==> src/rtl/aes_pkg.sv <==
// Shared types and constants for the AES S-box sharing controller.
// Defines the FSM states, the grant encoding, the data widths and the S-box direction codes.
package aes_pkg;

  localparam int unsigned AES_STATE_W = 128;
  localparam int unsigned AES_WORD_W  = 32;
  localparam int unsigned AES_BEATS   = 4;

  localparam logic DIR_FWD = 1'b1;
  localparam logic DIR_INV = 1'b0;

  typedef enum logic [2:0] {
    Idle,
    StRun,
    KwRun,
    StHold,
    KwHold
  } ctrl_state_e;

  typedef enum logic {
    GrantSt = 1'b0,
    GrantKw = 1'b1
  } grant_e;

endpackage

==> src/rtl/aes_rr_arb2.sv <==
// Two-requester arbiter (round state vs key word). It remembers the last grant for round-robin
// tie breaking, and a fixed key-word priority can override that.
module aes_rr_arb2
  import aes_pkg::*;
#(
  parameter bit KEY_PRIORITY = 1'b0
) (
  input  logic   clk,
  input  logic   rst,
  input  logic   en,
  input  logic   st_valid,
  input  logic   kw_valid,
  output logic   st_ready,
  output logic   kw_ready,
  output logic   grant_valid,
  output grant_e grant
);

  grant_e last_grant_q, last_grant_d;
  logic   kw_wins;

  always_comb begin
    kw_wins      = KEY_PRIORITY ? 1'b1 : (last_grant_q == GrantSt);
    // A requester is refused only when the other one is also asking and wins the tie.
    st_ready     = en && !rst && !(kw_valid && kw_wins);
    kw_ready     = en && !rst && !(st_valid && !kw_wins);
    grant_valid  = (st_valid && st_ready) || (kw_valid && kw_ready);
    grant        = (kw_valid && kw_ready) ? GrantKw : GrantSt;
    last_grant_d = grant_valid ? grant : last_grant_q;
  end

  always_ff @(posedge clk) begin
    if (rst) begin
      last_grant_q <= GrantKw;
    end else begin
      last_grant_q <= last_grant_d;
    end
  end

endmodule

==> src/rtl/aes_sbox_share_ctrl.sv <==
// Shares one 4-lane S-box between the 128-bit round datapath (4 beats) and the key expansion
// SubWord (1 beat). Results are buffered and held until the consumer takes them.
module aes_sbox_share_ctrl
  import aes_pkg::*;
#(
  parameter bit          KEY_PRIORITY = 1'b0,
  parameter int unsigned LANES        = 4
) (
  input  logic                   clk,
  input  logic                   rst,
  input  logic                   st_valid,
  output logic                   st_ready,
  input  logic [AES_STATE_W-1:0] st_data,
  input  logic                   st_enc_dec,
  output logic                   st_out_valid,
  input  logic                   st_out_ready,
  output logic [AES_STATE_W-1:0] st_out_data,
  input  logic                   kw_valid,
  output logic                   kw_ready,
  input  logic [AES_WORD_W-1:0]  kw_data,
  output logic                   kw_out_valid,
  input  logic                   kw_out_ready,
  output logic [AES_WORD_W-1:0]  kw_out_data,
  output logic [AES_WORD_W-1:0]  sbox_in,
  output logic                   sbox_enc_dec,
  input  logic [AES_WORD_W-1:0]  sbox_out,
  output logic                   busy
);

  if (LANES != 4) begin : gen_bad_lanes
    $error("aes_sbox_share_ctrl supports exactly 4 S-box lanes");
  end

  localparam logic [1:0] LastBeat = 2'(AES_BEATS - 1);

  ctrl_state_e            state_q, state_d;
  logic [1:0]             beat_q, beat_d;
  logic [AES_STATE_W-1:0] st_buf_q;
  logic                   st_dir_q;
  logic [AES_STATE_W-1:0] st_res_q;
  logic [AES_WORD_W-1:0]  kw_buf_q;
  logic [AES_WORD_W-1:0]  kw_res_q;

  logic   arb_en;
  logic   grant_valid;
  grant_e grant;
  logic   st_acc;
  logic   kw_acc;

  assign arb_en = (state_q == Idle);
  assign st_acc = grant_valid && (grant == GrantSt);
  assign kw_acc = grant_valid && (grant == GrantKw);

  aes_rr_arb2 #(
    .KEY_PRIORITY(KEY_PRIORITY)
  ) u_arb (
    .clk         (clk),
    .rst         (rst),
    .en          (arb_en),
    .st_valid    (st_valid),
    .kw_valid    (kw_valid),
    .st_ready    (st_ready),
    .kw_ready    (kw_ready),
    .grant_valid (grant_valid),
    .grant       (grant)
  );

  always_comb begin
    state_d = state_q;
    beat_d  = beat_q;
    case (state_q)
      Idle: begin
        if (st_acc) begin
          state_d = StRun;
          beat_d  = 2'd0;
        end else if (kw_acc) begin
          state_d = KwRun;
        end
      end
      StRun: begin
        beat_d = beat_q + 2'd1;
        if (beat_q == LastBeat) begin
          state_d = StHold;
        end
      end
      KwRun:  state_d = KwHold;
      // Returning to Idle after the handshake keeps the handshake cycle free of new accepts.
      StHold: if (st_out_ready) state_d = Idle;
      KwHold: if (kw_out_ready) state_d = Idle;
      default: state_d = Idle;
    endcase
  end

  always_comb begin
    sbox_in      = '0;
    sbox_enc_dec = DIR_FWD;
    case (state_q)
      StRun: begin
        sbox_in      = st_buf_q[AES_WORD_W*beat_q +: AES_WORD_W];
        sbox_enc_dec = st_dir_q;
      end
      KwRun: sbox_in = kw_buf_q;
      default: ;
    endcase
  end

  always_ff @(posedge clk) begin
    if (rst) begin
      state_q  <= Idle;
      beat_q   <= 2'd0;
      st_buf_q <= '0;
      st_dir_q <= DIR_FWD;
      st_res_q <= '0;
      kw_buf_q <= '0;
      kw_res_q <= '0;
    end else begin
      state_q <= state_d;
      beat_q  <= beat_d;
      if (st_acc) begin
        st_buf_q <= st_data;
        st_dir_q <= st_enc_dec;
      end
      if (kw_acc) begin
        kw_buf_q <= kw_data;
      end
      if (state_q == StRun) begin
        st_res_q[AES_WORD_W*beat_q +: AES_WORD_W] <= sbox_out;
      end
      if (state_q == KwRun) begin
        kw_res_q <= sbox_out;
      end
    end
  end

  assign st_out_valid = (state_q == StHold);
  assign kw_out_valid = (state_q == KwHold);
  assign st_out_data  = st_res_q;
  assign kw_out_data  = kw_res_q;
  assign busy         = (state_q != Idle);

endmodule

==> config.mk <==
export PLATFORM = sky130hd
export DESIGN_NAME = aes_sbox_share_ctrl
export DESIGN_NICKNAME = d
export VERILOG_FILES = /design/src/rtl/aes_pkg.sv /design/src/rtl/aes_rr_arb2.sv /design/src/rtl/aes_sbox_share_ctrl.sv
export SDC_FILE = /design/constraint.sdc
export NUM_CORES = 1
export LEC_CHECK = 0
export BUFFER_PORTS_ARGS = -buffer_cell sky130_fd_sc_hd__buf_2
export CORE_AREA = 10 10 164 204
export CTS_CLUSTER_DIAMETER = 120
export DETAILED_ROUTE_END_ITERATION = 6
export DIE_AREA = 0 0 174 214
export PLACE_DENSITY = 0.7
export REMOVE_ABC_BUFFERS = 1
export SLEW_MARGIN = 20
export SYNTH_ARGS = -nofsm -noshare
export SYNTH_HDL_FRONTEND = slang
export SYNTH_HIERARCHICAL = 1
export SYNTH_SLANG_ARGS = --single-unit
==> constraint.sdc <==
create_clock -name clk -period 2.6 [get_ports clk]
set_input_delay 0.26 -clock clk [delete_from_list [all_inputs] [get_ports clk]]
set_output_delay 0.26 -clock clk [all_outputs]
set_load 0.05 [all_outputs]
==> key figures <==
Power
  • Internal: 8.68 mW
  • Net Sw Frac: 0.297
  • Peak supply drop: 559 uV
  • Clock power frac: 0.347
  • Power Total: 12.4 mW
  • Seq pwr share: 0.442
  • Combinational fraction of design power: 0.211
  • Pwr dens: 669 nW/um^2
  • Net Sw Power: 3.68 mW
  • LEAKAGE: 7.39 nW

Setup path
  • Critical path endpoint category: output port
  • Worst setup path category: reg2out
  • Largest fanout on the critical path: 32
  • Worst EP arrival: 2.28 ns
  • Slowest-stage cell, CP: dfxtp_2
  • CP Launch Type: register
  • WP data required: 2.34 ns
  • Crit path cell chain: buf_6 > nor3b_4 > buf_12 > a2bb2oi_1 > o21ai_0 > clkbuf_4
  • CP peak stage delay: 0.39 ns

Timing
  • # setup viols final: 0
  • Achievable Freq: 0.394 GHz
  • Final period demand of the worst path: 2.54 ns
  • Setup TNS: 0 ns
  • Worst clock skew: 0.0112 ns
  • Crit share post-route: 0.976
  • Final Hold Vio Count: 0
  • Unrepaired setup endpoints after global routing: false
  • Setup ws final: 0.0626 ns
  • Max_slew headroom: 0.464
  • Slew Viols, Final: 0
  • Least-Margin Pin Slew: 0.804 ns

Place
  • Place WS: 0.314 ns
  • Port bufs: 396
  • GPL Wtd Cong: 0.847
  • Dpl hpwl: 29,400 microns

Synth
  • Top post-synthesis cells by area: dfxtp_1 50%, nand2_1 15%, a21oi_1 12%
  • Most frequent cell after synthesis: nand2_1
  • Syn_area_per_cell: 7.98 sq um
  • Post-synthesis cell count: 1,634
  • Synth warn: 6
  • Seq/Total Area, Yosys: 0.502
  • Mapped Area: 13,000 sq um
  • Area leader, netlist: dfxtp_1
  • Post-synth ARST share: 0
  • Most frequent cells after synthesis: 520 x nand2_1, 327 x dfxtp_1, 323 x a21oi_1, 128 x nand3_1, 71 x clkbuf_1
  • FF+latch count, synth: 327
  • Yosys top cell area share: 0.502
  • Synth Flop Type: dfxtp_1
  • Number of flops mapped to enable cells by yosys: 0
  • Synth unique cells: 40

Outcome
  • Run status: finished, final reports clean

Global route
  • Grt ovf: 0
  • Total GRT Usage: 0.246
  • Initial antenna violation count: 2
  • Largest net degree at the start of global routing: 166
  • First-pass GRT wire length: 76,300 microns
  • Vias in the first global route: 13,900

CTS
  • Sink Count: 327
  • Number of H-tree levels: 1
  • CTS tree: done
  • Longest Clk Path Bufs: 3
  • Clk pin slew, worst setup/hold paths: 0.06 ns
  • Clk_lat worst skew: 0.56 ns
  • Clk root buf: clkbuf_16
  • CTS buffer count: 31

Drt
  • Routed wl met3: 5240 microns
  • Number of remaining DRC errors: 0
  • WL per Instance: 19.0 microns
  • Met1 WL: 19,000 microns
  • First-pass DRT Iterations: 5
  • DR vias/cell: 5.44
  • DR vias: 14,000
  • Post-route ant nets: 0
  • WL final: 49,000 microns
  • 1st-iter DRT viols: 1,583
  • Uppermost layer routed: met4
  • DR WL met2: 23,000 microns

Final layout
  • P&R area growth vs syn: 41.6%
  • Share of cells above drive strength 1: 0.235
  • Fillers: 2,490
  • Final #Nets: 2,358

Die
  • Die area: 37,200 sq um
  • Starting Density: 0.439
  • Rows: 71
  • Core area: 29,700 sq um
  • IO Count: 397
  • Die width: 174 microns
  • Die height: 214 microns

Min path
  • Worst min path class: in2reg

Flow run
  • Max-cap viol count: 0
[through the flow]
stage	util	cells	hold WS, ns	cell area [sq um]
floorplan	-	1483	0.329	12300
global placement	0.521	2323	0.435	15500
detailed placement	0.521	2323	0.441	15500
CTS	0.619	2565	0.000196	18400
global route	0.622	2574	0.0266	18500
finish	0.622	2574	0.0282	18500
[flip-flops by register name, indices dropped and copies added (netlist names)]
| register | flops |
|---|---|
| st_dir_q | 1 |
| st_out_data | 128 |
| st_buf_q | 128 |
| beat_q | 2 |
| kw_buf_q | 32 |
| u_arb/last_grant_q | 1 |
| state_q | 3 |
| kw_out_data | 32 |
[per-layer routing]
metal | up-vias | global-route usage
met3 | 124 | 0.0689
li1 | 6506 | -
met2 | 877 | 0.407
met4 | 0 | 0.106
met5 | - | 0
met1 | 6502 | 0.293
[layout by cell type (no fill, tap or decap), drive strengths merged, types with 3 or more instances in the layout]
cell type	netlist	layout
nand2	520	520
mux2i	64	64
nor2	5	5
nand2b	4	4
nor3	3	3
o21ai	33	33
nor3b	3	3
nand4bb	5	5
nand3	128	128
ha	6	6
dfxtp	327	327
inv	5	5
dlygate4sd3	0	190
clkbuf	72	50
buf	79	444
a21oi	323	323
a2bb2oi	32	32
nor4bb	5	5
[power groups by stage]
stage	Sequential, mW	Clock, mW	Combinational, mW
after floorplan	5.84	0	1.01
after global placement	5.55	0	2.22
after detailed placement	5.56	0	2.24
after CTS	5.46	4.35	2.49
after global routing	5.48	4.57	2.76
final	5.46	4.29	2.60
[critical path, delay by kind of cell, from the launching register on]
family	cells	cell delay [ns]
flip-flops	1	0.39
AO/OA/AOI/OAI	2	0.29
buffers and inverters	3	0.76
AND/OR/NAND/NOR	1	0.27
[layout make-up]
class	count	area, sq um	area share
Multi-Input combinational cell	1151	5900	0.319
Tap cell	401	502	0.0272
Timing Repair Buffer	637	4550	0.246
Sequential cell	327	6550	0.355
Clock inverter	3	17.5	0.000949
Antenna cell	2	5.00	0.000271
Inverter	5	18.8	0.00102
Clock buffer	48	921	0.0499
[final timing paths]
check	start	endpoint	slack (ns)	cells after the start
setup / recovery	state_q[1]	sbox_in[18]	0.06	6
hold / removal	sbox_out[0]	kw_out_data[0]	0.03	3
setup reg to reg	state_q[2]	state_q[0]	0.32	8
hold reg to reg	st_out_data[89]	st_out_data[89]	0.45	2
[repair_timing]
item / CTS / global route
gates resized for setup: 12 / 12
buffers inserted: 0 / 7
hold endpoints to repair: 283 / 0
endpoints found under the setup margin: 31 / 30
gates cloned: 1 / 0
hold buffers: 190 / 0
[kinds of logic (layout without fill, tap and decap cells)]
logic type | count (synthesis) | count (layout) | share of synthesized area
adder cells (fa/ha/maj) | 6 | 6 | 0.00576
AO/OA/AOI/OAI | 396 | 396 | 0.163
AND/OR/NAND/NOR | 685 | 685 | 0.223
other | 0 | 2 | 0
buffers and inverters | 156 | 693 | 0.0573
flip-flops | 327 | 327 | 0.502
multiplexers | 64 | 64 | 0.0491
No activity file was read; power rests on OpenSTA's default activity.
